$ cat config.mk
export PLATFORM = sky130hd
export DESIGN_NAME = uart_tx_serializer_flat
export DESIGN_NICKNAME = d
export VERILOG_FILES = /design/src/rtl/uart_pkg.sv /design/src/rtl/uart_tx_serializer_if.sv /design/src/rtl/uart_baud_tick.sv /design/src/rtl/uart_tx_serializer.sv /design/src/flat_wrapper.sv
export SDC_FILE = /design/constraint.sdc
export NUM_CORES = 1
export LEC_CHECK = 0
export BUFFER_PORTS_ARGS = -buffer_cell sky130_fd_sc_hd__buf_4
export CAP_MARGIN = 10
export CORE_ASPECT_RATIO = 1.2
export CORE_UTILIZATION = 55
export DETAILED_ROUTE_END_ITERATION = 8
export GPL_TIMING_DRIVEN = 0
export PLACE_DENSITY_LB_ADDON = 0.25
export SLEW_MARGIN = 20
export SYNTH_ARGS = -nofsm -noshare
export SYNTH_HDL_FRONTEND = slang
export SYNTH_SLANG_ARGS = --single-unit
export TNS_END_PERCENT = 10
$ cat constraint.sdc
create_clock -name clk -period 2.3 [get_ports clk]
set_clock_uncertainty 0.05 [all_clocks]
set_input_delay 0 -clock clk [delete_from_list [all_inputs] [get_ports clk]]
set_output_delay 0 -clock clk [all_outputs]
set_load 0.1 [all_outputs]
$ cat src/rtl/uart_pkg.sv
// Shared types and constants for the byte-level UART transmitter.
package uart_pkg;

    typedef enum logic [1:0] {
        IDLE,
        START,
        DATA,
        STOP
    } uart_tx_state_t;

    localparam int UART_DATA_BITS            = 8;
    localparam int UART_CLKS_PER_BIT_DEFAULT = 87;  // 10 MHz clock, 115200 baud

endpackage

$ cat src/rtl/uart_tx_serializer_if.sv
// Byte strobe in, serial line and status out, between the unpacker and the UART transmitter.
interface uart_tx_serializer_if;

    logic [uart_pkg::UART_DATA_BITS-1:0] data_in;
    logic                                data_valid;
    logic                                tx;
    logic                                busy;
    logic                                done;
    logic                                overflow;

    modport master (
        output data_in, data_valid,
        input  tx, busy, done, overflow
    );

    modport slave (
        input  data_in, data_valid,
        output tx, busy, done, overflow
    );

endinterface

$ cat src/rtl/uart_baud_tick.sv
// Bit-period counter: runs 0..CLKS_PER_BIT-1 while enabled, flags the last cycle and reloads.
module uart_baud_tick
    import uart_pkg::*;
#(
    parameter int CLKS_PER_BIT = UART_CLKS_PER_BIT_DEFAULT
) (
    input  logic clk,
    input  logic rst,
    input  logic en_i,
    output logic bit_end_o
);

    localparam int               CNT_W = (CLKS_PER_BIT > 1) ? $clog2(CLKS_PER_BIT) : 1;
    localparam logic [CNT_W-1:0] LAST  = CNT_W'(CLKS_PER_BIT - 1);

    if (CLKS_PER_BIT < 2) begin : g_bad_clks_per_bit
        $error("uart_baud_tick: CLKS_PER_BIT must be >= 2");
    end

    logic [CNT_W-1:0] cnt_q, cnt_d;

    assign bit_end_o = en_i && (cnt_q == LAST);

    // NOTE: always_comb assigns every output on every path (default first), so no latch is inferred.
    always_comb begin
        cnt_d = cnt_q + 1'b1;
        if (!en_i || bit_end_o) begin
            cnt_d = '0;
        end
    end

    // NOTE: sequential state uses non-blocking assignments only; blocking ones would race other flops.
    always_ff @(posedge clk) begin
        if (rst) begin
            cnt_q <= '0;
        end else begin
            cnt_q <= cnt_d;
        end
    end

endmodule

$ cat src/rtl/uart_tx_serializer.sv
// 8N1 UART transmitter with a one-byte holding register, fed by the 64-bit-to-byte unpacker.
module uart_tx_serializer
    import uart_pkg::*;
#(
    parameter int CLKS_PER_BIT = UART_CLKS_PER_BIT_DEFAULT
) (
    input  logic                 clk,
    input  logic                 rst,
    uart_tx_serializer_if.slave  bus
);

    localparam int                   BIT_CNT_W = $clog2(UART_DATA_BITS);
    localparam logic [BIT_CNT_W-1:0] LAST_BIT  = BIT_CNT_W'(UART_DATA_BITS - 1);

    uart_tx_state_t              state_q, state_d;
    logic [UART_DATA_BITS-1:0]   shift_q, shift_d;
    logic [UART_DATA_BITS-1:0]   hold_q, hold_d;
    logic                        hold_full_q, hold_full_d;
    logic [BIT_CNT_W-1:0]        bit_cnt_q, bit_cnt_d;
    logic                        overflow_q, overflow_d;
    logic                        busy_q, tx_q, tx_d;
    logic                        bit_end, stop_end, launch_hold, direct_load;

    uart_baud_tick #(.CLKS_PER_BIT(CLKS_PER_BIT)) u_baud (
        .clk       (clk),
        .rst       (rst),
        .en_i      (state_q != IDLE),
        .bit_end_o (bit_end)
    );

    assign stop_end    = (state_q == STOP) && bit_end;
    // The holding register drains when a frame ends, or immediately if it is full while idle.
    assign launch_hold = hold_full_q && ((state_q == IDLE) || stop_end);
    assign direct_load = (state_q == IDLE) && !hold_full_q;

    always_comb begin
        state_d     = state_q;
        shift_d     = shift_q;
        hold_d      = hold_q;
        hold_full_d = hold_full_q;
        bit_cnt_d   = bit_cnt_q;
        overflow_d  = overflow_q;

        unique case (state_q)
            IDLE: begin
                bit_cnt_d = '0;
                if (hold_full_q || bus.data_valid) begin
                    state_d = START;
                    shift_d = hold_full_q ? hold_q : bus.data_in;
                end
            end
            START: begin
                if (bit_end) begin
                    state_d   = DATA;
                    bit_cnt_d = '0;
                end
            end
            DATA: begin
                if (bit_end) begin
                    shift_d   = {1'b0, shift_q[UART_DATA_BITS-1:1]};
                    bit_cnt_d = bit_cnt_q + 1'b1;
                    if (bit_cnt_q == LAST_BIT) begin
                        state_d = STOP;
                    end
                end
            end
            STOP: begin
                if (bit_end) begin
                    state_d = hold_full_q ? START : IDLE;
                    if (hold_full_q) begin
                        shift_d = hold_q;
                    end
                end
            end
            default: state_d = IDLE;
        endcase

        if (launch_hold) begin
            hold_full_d = 1'b0;
        end

        if (bus.data_valid && !direct_load) begin
            if (!hold_full_q || launch_hold) begin
                hold_d      = bus.data_in;
                hold_full_d = 1'b1;
            end else begin
                overflow_d = 1'b1;
            end
        end

        tx_d = 1'b1;
        if (state_d == START) begin
            tx_d = 1'b0;
        end else if (state_d == DATA) begin
            tx_d = shift_d[0];
        end
    end

    always_ff @(posedge clk) begin
        if (rst) begin
            state_q     <= IDLE;
            hold_full_q <= 1'b0;
            bit_cnt_q   <= '0;
            overflow_q  <= 1'b0;
            busy_q      <= 1'b0;
            tx_q        <= 1'b1;
        end else begin
            state_q     <= state_d;
            hold_full_q <= hold_full_d;
            bit_cnt_q   <= bit_cnt_d;
            overflow_q  <= overflow_d;
            busy_q      <= (state_d != IDLE) || hold_full_d;
            tx_q        <= tx_d;
        end
    end

    // NOTE: the byte registers carry no reset; they are only read once a valid flag or state says so.
    always_ff @(posedge clk) begin
        shift_q <= shift_d;
        hold_q  <= hold_d;
    end

    assign bus.tx       = tx_q;
    assign bus.busy     = busy_q;
    assign bus.done     = stop_end;
    assign bus.overflow = overflow_q;

endmodule

$ cat src/flat_wrapper.sv
// flat-port wrapper written by rule: the top's interface ports become plain ports
module uart_tx_serializer_flat import uart_pkg::*;
#(
    parameter int CLKS_PER_BIT = UART_CLKS_PER_BIT_DEFAULT
)
  (clk, rst, bus_data_in, bus_data_valid, bus_tx, bus_busy, bus_done, bus_overflow);
  uart_tx_serializer_if bus_i ();
  input  logic clk;
  input  logic rst;
  input wire logic [$bits(bus_i.data_in)-1:0] bus_data_in;
  input wire logic [$bits(bus_i.data_valid)-1:0] bus_data_valid;
  output wire logic [$bits(bus_i.tx)-1:0] bus_tx;
  output wire logic [$bits(bus_i.busy)-1:0] bus_busy;
  output wire logic [$bits(bus_i.done)-1:0] bus_done;
  output wire logic [$bits(bus_i.overflow)-1:0] bus_overflow;
  assign bus_i.data_in = bus_data_in;
  assign bus_i.data_valid = bus_data_valid;
  assign bus_tx = bus_i.tx;
  assign bus_busy = bus_i.busy;
  assign bus_done = bus_i.done;
  assign bus_overflow = bus_i.overflow;
  uart_tx_serializer #(.CLKS_PER_BIT(CLKS_PER_BIT)) u_core (.clk(clk), .rst(rst), .bus(bus_i));
endmodule
==> impl_metrics.json, run 1 <==
{
  "cts_resized": 0,
  "power.leakage_nw": 0.640,
  "viasPerCell": 5.49,
  "dr.first_iter.drc_count": 13,
  "grt_usage": 0.224,
  "clkTransAtPathRegs_ns": 0.09,
  "gp_congestion": 0.760,
  "root_buffer": "clkbuf_4",
  "crit_path_end_kind": "register",
  "ys_seq_elements": 32,
  "ys_types": 39,
  "rsz0062_at_grt": "false",
  "setup_viol": 0,
  "hold_class": "input port to register",
  "cp.depth": 7,
  "worstPathArrival_ns": 1.99,
  "antenna_found_initial": 0,
  "fin_nets": 182,
  "reg2reg_to": "u_core.hold_q[6]",
  "worstPathMaxFanout": 8,
  "path_class": "register to register",
  "syn_area_sq_mm": 0.00144,
  "irDropWorstVdd_mv": 0.436,
  "status": "finished, final reports clean",
  "postSynth.asyncResetShare": 0,
  "first_pass_iters": 4,
  "syn_nets": 152,
  "diodes": 0,
  "final_antenna_net_count": 0,
  "rows": 19,
  "setup_tns_ns": 0,
  "r2r_setup_slack_ns": 0.21,
  "postLayoutCoreUtil": 0.727,
  "min_period_ns": 2.09,
  "drv_slew": 0,
  "ios": 15,
  "syn_to_final_growth_pct": 19.9,
  "yosysSeqAreaShare": 0.549,
  "start_util": 0.606,
  "crit_family": "simple AND/OR/NAND/NOR gates",
  "layout-drive-gt1-share": 0.173,
  "clk_latency_ns": 0.32,
  "cts_tree": "done",
  "placedCellCount": 181,
  "ys_top_cells_by_area": "edfxtp_1 (31%), dfxtp_1 (24%), mux2i_1 (5.6%)",
  "cp_slowest_cell": "nor2b_1",
  "fin_cells": 199,
  "crit-reg2reg-launch": "u_core.u_baud.cnt_q[0]",
  "crit_buf_inv": 1,
  "dr_total_vias": 1093,
  "p_per_area_mw_per_mm2": 629,
  "grt_pass1_wl_mm": 4.69,
  "cts_max_path_buffers": 2,
  "clock_sinks": 32,
  "cp_cell_sequence": "inv_1 > ha_1 > and2_1 > nand3_1 > nand2_1 > a221oi_1 > nor2b_1",
  "start_kind": "register",
  "post-route-drc-count": 0,
  "die_area_sq_mm": 0.00283,
  "grt_pass1_vias": 1057,
  "syn-mean-instance-area_sq_um": 10.5,
  "gr-total-overflow": 0,
  "die_w_um": 48.7,
  "crit_path_end": "u_core.hold_q[6]",
  "wire_per_inst_um": 13.8,
  "ys.flop_type": "dfxtp_1",
  "synth_largest_area_cell": "edfxtp_1",
  "layout_commonest_cell": "nor2_1",
  "final_cell_mix": "nor2_1 (18), dfxtp_1 (17), nand2_1 (15), edfxtp_1 (15), buf_4 (13)",
  "cts-buffers-inserted": 5,
  "io_buffers": 13,
  "yosysTopAreaCellShare": 0.313,
  "cpPeakStageDelay_ns": 0.62,
  "die_h_um": 58.1,
  "design_power_total_mw": 1.09,
  "hold_viol": 0,
  "core-area_sq_mm": 0.00238,
  "synth_edf_count": 15,
  "critPathLaunch": "u_core.u_baud.cnt_q[0]",
  "grt_max_degree": 11,
  "relSlewSlack": 0.490,
  "max_freq_mhz": 480,
  "min_period_over_period": 0.907,
  "h-tree-depth": 2,
  "whs_path_depth": 2,
  "yosysWarnings": 0,
  "synthCells": 137,
  "reg2reg_depth": 7,
  "required_ns": 2.20,
  "dp_hpwl_mm": 1.95,
  "drt_wl_total_mm": 2.74,
  "worst_pin_slew_ns": 0.763,
  "drv_cap": 0
}
==> final cells by class <==
class | instances | area [sq um]
sequential | 32 | 791
fill | 177 | 649
buffer | 6 | 26.3
timing repair buffer | 23 | 198
clock inverter | 1 | 5.00
clock buffer | 7 | 45.0
multi-input combinational | 95 | 609
inverter | 4 | 15.0
tap | 31 | 38.8
==> power by group <==
part           switching, mW  leakage, nW  total (mW)  internal (mW)
Clock                  0.175       0.0293       0.294          0.119
Combinational         0.0897        0.328       0.149         0.0593
Sequential            0.0132        0.282       0.644          0.630
Total                  0.278        0.640        1.09          0.809
==> kinds of logic (layout without fill, tap and decap cells) <==
group | Yosys count | after routing | share of synthesized area
flops | 32 | 32 | 0.549
buf+inv | 10 | 41 | 0.0286
compound gates | 23 | 23 | 0.113
xor+xnor | 6 | 6 | 0.0365
fa+ha+maj | 5 | 5 | 0.0425
simple gates | 53 | 53 | 0.175
mux | 8 | 8 | 0.0556
==> worst reg2reg max path, cell delays in order (launching register included) <==
cell and delay, ns:
dfxtp_1 0.34, inv_1 0.06, ha_1 0.16, and2_1 0.19, nand3_1 0.13, nand2_1 0.10
a221oi_1 0.07, nor2b_1 0.62
==> registers in the layout, summed over array words and instances (netlist names) <==
register / flops
u_core.hold_q: 8
u_core.shift_q: 8
u_core.u_baud.cnt_q: 7
u_core.bit_cnt_q: 3
u_core.state_q: 2
u_core.bus.busy: 1
u_core.bus.overflow: 1
u_core.bus.tx: 1
u_core.hold_full_q: 1
==> synthesized netlist by cell type (all sizes together), types with 2 or more instances <==
master / instances
mux2i: 8
xor2: 2
a22oi: 2
and3: 2
clkbuf: 3
inv: 4
nor3: 2
a221oi: 2
xnor2: 4
edfxtp: 15
dfxtp: 17
nor2: 19
nor2b: 3
ha: 4
buf: 3
nand2: 16
nand3: 5
o21ai: 6
a21oi: 4
==> how the worst min path moves through the flow <==
stage              startpoint  slack [ns]               end
4_1_cts        bus_data_in[4]        0.33  u_core.hold_q[4]
3_3_place_gp   bus_data_in[4]        0.14  u_core.hold_q[4]
5_1_grt        bus_data_in[0]        0.35  u_core.hold_q[0]
2_1_floorplan  bus_data_in[0]        0.05  u_core.hold_q[0]
6_report       bus_data_in[5]        0.35  u_core.hold_q[5]
3_5_place_dp   bus_data_in[4]        0.14  u_core.hold_q[4]
==> stage by stage <==
stage	cell area, sq um	setup slack [ns]	hold slack [ns]
6_report	1730	0.215	0.355
5_1_grt	1730	0.0167	0.349
4_1_cts	1730	0.161	0.332
3_5_place_dp	1580	0.173	0.142
3_3_place_gp	1580	0.268	0.137
2_1_floorplan	1440	0.177	0.0489
==> per-layer routing <==
metal | track usage | vias to the layer above | wire length, um
met1 | 0.267 | 517 | 1220
met3 | 0.0472 | 5 | 85
li1 | - | 551 | -
met2 | 0.381 | 20 | 1390
met4 | 0.122 | 0 | 46
met5 | 0 | - | 0
==> what timing repair did <==
item / 4_1_cts / 5_1_grt
endpoints found under the hold margin: 22 / 0
setup buffers: 0 / 0
hold buffers: 10 / 0
No activity file was read; power rests on OpenSTA's default activity.
==> run 2, diff against run 1 <==
- PLACE_DENSITY: not set -> 0.77
- PLACE_DENSITY_LB_ADDON: 0.25 -> not set
==> run 2 against run 1 <==
Combinational power barely moved. Via count is 0.18% lower. Wire length rose by 1.4%. Sequential power about the same. Clock power up 41%. Critical path depth is the same. Sequential cell count stayed put. Largest power group unchanged.
==> impl_metrics.json, run 2 (synthesized netlist as in run 1, its figures left out) <==
{
  "required_ns": 2.23,
  "fin_hold_ws_ns": 0.336,
  "start_kind": "register",
  "grt_pass1_wl_mm": 4.78,
  "gr-total-overflow": 0,
  "irDropWorstVdd_mv": 0.450,
  "reg.largest.list": "u_core.hold_q x8, u_core.shift_q x8, u_core.u_baud.cnt_q x7",
  "die_w_um": 48.7,
  "cts-buffers-inserted": 5,
  "worstPathMaxFanout": 8,
  "postLayoutCoreUtil": 0.738,
  "rsz0062_at_grt": "false",
  "grt_usage": 0.230,
  "min_period_over_period": 0.899,
  "grt_max_degree": 11,
  "dpl_cell_area_sq_mm": 0.00158,
  "clock_sinks": 32,
  "whs_path_depth": 2,
  "reg2reg_depth": 7,
  "antenna_found_initial": 0,
  "io_buffers": 13,
  "dr_total_vias": 1091,
  "dr.first_iter.drc_count": 54,
  "placedCellCount": 181,
  "worstPathArrival_ns": 2.00,
  "p_per_area_mw_per_mm2": 691,
  "status": "finished, final reports clean",
  "first_pass_iters": 4,
  "drt_wl_total_mm": 2.78,
  "layout-drive-gt1-share": 0.179,
  "drv_slew": 0,
  "hold_class": "input port to register",
  "layout_commonest_cell": "nor2_1",
  "die_h_um": 58.1,
  "cts_max_path_buffers": 2,
  "viasPerCell": 5.48,
  "cp_cell_sequence": "inv_1 > ha_1 > and2_1 > nand3_1 > nand2_1 > a221oi_1 > nor2b_1",
  "design_power_total_mw": 1.21,
  "die_area_sq_mm": 0.00283,
  "fin_cells": 199,
  "gp_congestion": 0.786,
  "drv_cap": 0,
  "cpPeakStageDelay_ns": 0.61,
  "post-route-drc-count": 0,
  "grt_pass1_vias": 1061,
  "cts_tree": "done",
  "worst_pin_slew_ns": 0.741,
  "min_period_ns": 2.07,
  "fillers": 175,
  "crit_path_end_kind": "register",
  "setup_tns_ns": 0,
  "clkTransAtPathRegs_ns": 0.10,
  "syn_to_final_growth_pct": 21.7,
  "fin_nets": 182,
  "rows": 19,
  "setup_viol": 0,
  "setup_slack_ns": 0.232,
  "hold_end": "u_core.hold_q[4]",
  "post_cts_buffers": 0,
  "relSlewSlack": 0.505,
  "fin_area_sq_mm": 0.00175,
  "multi_input_area_sq_um": 609,
  "seqCellArea_sq_um": 791,
  "diodes": 0,
  "core-area_sq_mm": 0.00238,
  "dp_hpwl_mm": 1.97,
  "cp_slowest_cell": "nor2b_1",
  "hold_viol": 0,
  "power.leakage_nw": 0.653,
  "path_class": "register to register",
  "max_freq_mhz": 484,
  "reg2reg_to": "u_core.hold_q[1]",
  "h-tree-depth": 2,
  "wire_per_inst_um": 14.0,
  "cts_resized": 0,
  "root_buffer": "clkbuf_4",
  "r2r_setup_slack_ns": 0.23,
  "ios": 15,
  "start_util": 0.606,
  "pre_cts_ws_ns": 0.222,
  "crit-reg2reg-launch": "u_core.u_baud.cnt_q[0]",
  "final_cell_mix": "nor2_1 (18), dfxtp_1 (17), nand2_1 (15), edfxtp_1 (15), buf_4 (13)",
  "cts_hold_buf": 10,
  "final_antenna_net_count": 0,
  "hp-start": "bus_data_in[4]",
  "clk_latency_ns": 0.34
}
## run 2: critical path: cells and delay by family (launching register included)
family / cells / cell delay, ns
simple gates: 4 / 1.03
flops: 1 / 0.34
fa+ha+maj: 1 / 0.15
compound gates: 1 / 0.07
buf+inv: 1 / 0.06
## run 2: cell type report
class,instances,area share
Inverter,4,0.00856
Timing Repair Buffer,23,0.113
Clock buffer,6,0.0235
Multi-Input combinational cell,95,0.347
Sequential cell,32,0.451
Clock inverter,2,0.0200
Tap cell,31,0.0221
Buffer,6,0.0150
## run 2: power breakdown
| part | leakage [nW] | switching, mW | internal [mW] | total (mW) |
|---|---|---|---|---|
| logic | 0.328 | 0.0915 | 0.0593 | 0.151 |
| clock network | 0.0422 | 0.189 | 0.228 | 0.416 |
| registers | 0.282 | 0.0141 | 0.631 | 0.645 |
## run 2: how the worst max path moves through the flow
stage          slack, ns  depth (start not counted)              startpoint                 to
2_1_floorplan       0.18                          7  u_core.u_baud.cnt_q[0]  u_core.shift_q[1]
3_3_place_gp        0.24                          7  u_core.u_baud.cnt_q[0]   u_core.hold_q[5]
3_5_place_dp        0.22                          7  u_core.u_baud.cnt_q[0]   u_core.hold_q[3]
4_1_cts             0.20                          7  u_core.u_baud.cnt_q[0]   u_core.hold_q[1]
5_1_grt              0.1                          7  u_core.u_baud.cnt_q[0]   u_core.hold_q[3]
6_report            0.23                          7  u_core.u_baud.cnt_q[0]   u_core.hold_q[1]
## run 2: layer usage
layer,track usage,part of all wire
met5,0,0
met4,0.0882,0.019
met3,0.0735,0.054
met2,0.413,0.51
met1,0.255,0.42
==> run 3, diff against run 2 <==
- CORE_UTILIZATION: 55 -> 51
- PLACE_DENSITY: 0.77 -> 0.75
- clock period: 2.3 -> 1.8 ns (I/O delays scaled with it)
==> run 3 against run 2 <==
Wire length increased by 13%. Sequential cell count unchanged. Cell count up 2.5%. Largest power group unchanged. Via count up 4.2%. Die area rose by 7.5%. Register-to-register slack got worse by 0.18 ns. First-iteration DRC count shrank 15%. Critical path type unchanged.
==> impl_metrics.json, run 3 (synthesized netlist as in run 1, its figures left out) <==
{
  "dr.first_iter.drc_count": 46,
  "drv_cap": 0,
  "worstPathArrival_ns": 1.78,
  "clk_latency_ns": 0.34,
  "required_ns": 1.83,
  "drv_slew": 0,
  "cts_max_path_buffers": 2,
  "worstPathMaxFanout": 10,
  "die_h_um": 60.2,
  "dr_total_vias": 1137,
  "post-route-drc-count": 0,
  "placedCellCount": 183,
  "setup_viol": 0,
  "max_freq_mhz": 573,
  "syn_to_final_growth_pct": 28.5,
  "gr-total-overflow": 0,
  "min_period_ns": 1.74,
  "grt_pass1_wl_mm": 5.12,
  "antenna_found_initial": 0,
  "reg2reg_depth": 5,
  "start_kind": "register",
  "viasPerCell": 5.57,
  "drt_wl_total_mm": 3.15,
  "core-area_sq_mm": 0.00260,
  "irDropWorstVdd_mv": 0.757,
  "cts-buffers-inserted": 5,
  "rows": 20,
  "clock_sinks": 32,
  "diodes": 0,
  "fillers": 211,
  "h-tree-depth": 2,
  "layout_commonest_cell": "nor2_1",
  "first_pass_iters": 4,
  "relSlewSlack": 0.671,
  "p_per_area_mw_per_mm2": 846,
  "layout-drive-gt1-share": 0.257,
  "whs_path_depth": 2,
  "start_util": 0.554,
  "min_period_over_period": 0.969,
  "grt_max_degree": 11,
  "cts_tree": "done",
  "hold_class": "input port to register",
  "fin_cells": 204,
  "gp_congestion": 0.755,
  "ios": 15,
  "status": "finished, final reports clean",
  "crit_path_end_kind": "register",
  "dp_hpwl_mm": 2.08,
  "grt_pass1_vias": 1135,
  "worst_pin_slew_ns": 0.489,
  "io_buffers": 13,
  "wire_per_inst_um": 15.4,
  "root_buffer": "clkbuf_4",
  "path_class": "register to register",
  "rsz0062_at_grt": "true",
  "hold_viol": 0,
  "die_area_sq_mm": 0.00304,
  "grt_usage": 0.240,
  "reg.largest.list": "u_core.hold_q x8, u_core.shift_q x8, u_core.u_baud.cnt_q x7",
  "fin_nets": 185,
  "die_w_um": 50.5,
  "power.leakage_nw": 0.681,
  "final_cell_mix": "nor2_1 (17), nand2_1 (15), buf_4 (15), dfxtp_1 (15), edfxtp_1 (15)",
  "final_antenna_net_count": 0,
  "clkTransAtPathRegs_ns": 0.10,
  "setup_tns_ns": 0
}
[run 3: worst paths after layout]
kind                                                to  slack (ns)              startpoint
worst max register to register       u_core.shift_q[1]        0.06      u_core.hold_full_q
worst max-delay path                 u_core.shift_q[1]        0.06      u_core.hold_full_q
worst min register to register  u_core.u_baud.cnt_q[0]        0.45  u_core.u_baud.cnt_q[0]
worst min-delay path                  u_core.hold_q[2]        0.34          bus_data_in[2]
[run 3: layer usage]
layer,vias up,GRT usage,part of all wire
met1,552,0.251,0.42
met3,6,0.0687,0.036
met4,0,0.135,0.017
met5,-,0,0
li1,556,-,-
met2,23,0.430,0.52
[run 3: critical path, stage by stage, from the launching register on]
cell	delay [ns]
dfxtp_1	0.31
buf_2	0.19
nor2_1	0.38
nor3_1	0.17
a21oi_4	0.26
o21ai_1	0.12
[run 3: through the flow]
| stage | worst slack, ns | hold WS [ns] | total power [mW] | util | cell area [sq um] |
|---|---|---|---|---|---|
| finish | 0.0553 | 0.335 | 1.57 | 0.712 | 1850 |
| global route | -0.0254 | 0.332 | 1.63 | 0.712 | 1850 |
| CTS | -0.00158 | 0.324 | 1.56 | 0.691 | 1800 |
| detailed placement | -0.277 | 0.143 | 1.02 | 0.609 | 1590 |
| global placement | -0.237 | 0.139 | 1.01 | 0.609 | 1590 |
| floorplan | 0.0266 | 0.0489 | 0.961 | - | 1450 |
[run 3: layout make-up]
| cell class | count | area (sq um) | area share |
|---|---|---|---|
| Buffer | 6 | 26.3 | 0.0142 |
| Inverter | 4 | 15.0 | 0.00811 |
| Multi-Input combinational cell | 95 | 677 | 0.366 |
| Timing Repair Buffer | 26 | 224 | 0.121 |
| Clock inverter | 3 | 37.5 | 0.0203 |
| Tap cell | 33 | 41.3 | 0.0223 |
| Sequential cell | 32 | 793 | 0.428 |
| Clock buffer | 5 | 37.5 | 0.0203 |
[run 3: repair_timing]
action	CTS	global route
setup endpoints to repair	20	28
endpoints found under the hold margin	19	0
gates cloned	0	0
gates resized for setup	4	11
pin swaps	0	1
setup buffers	2	1
hold buffers	10	0
[run 3: report_power, final]
| group | switching [mW] | internal [mW] |
|---|---|---|
| clock | 0.240 | 0.283 |
| sequential | 0.0195 | 0.806 |
| combinational | 0.129 | 0.0890 |
| total | 0.389 | 1.18 |
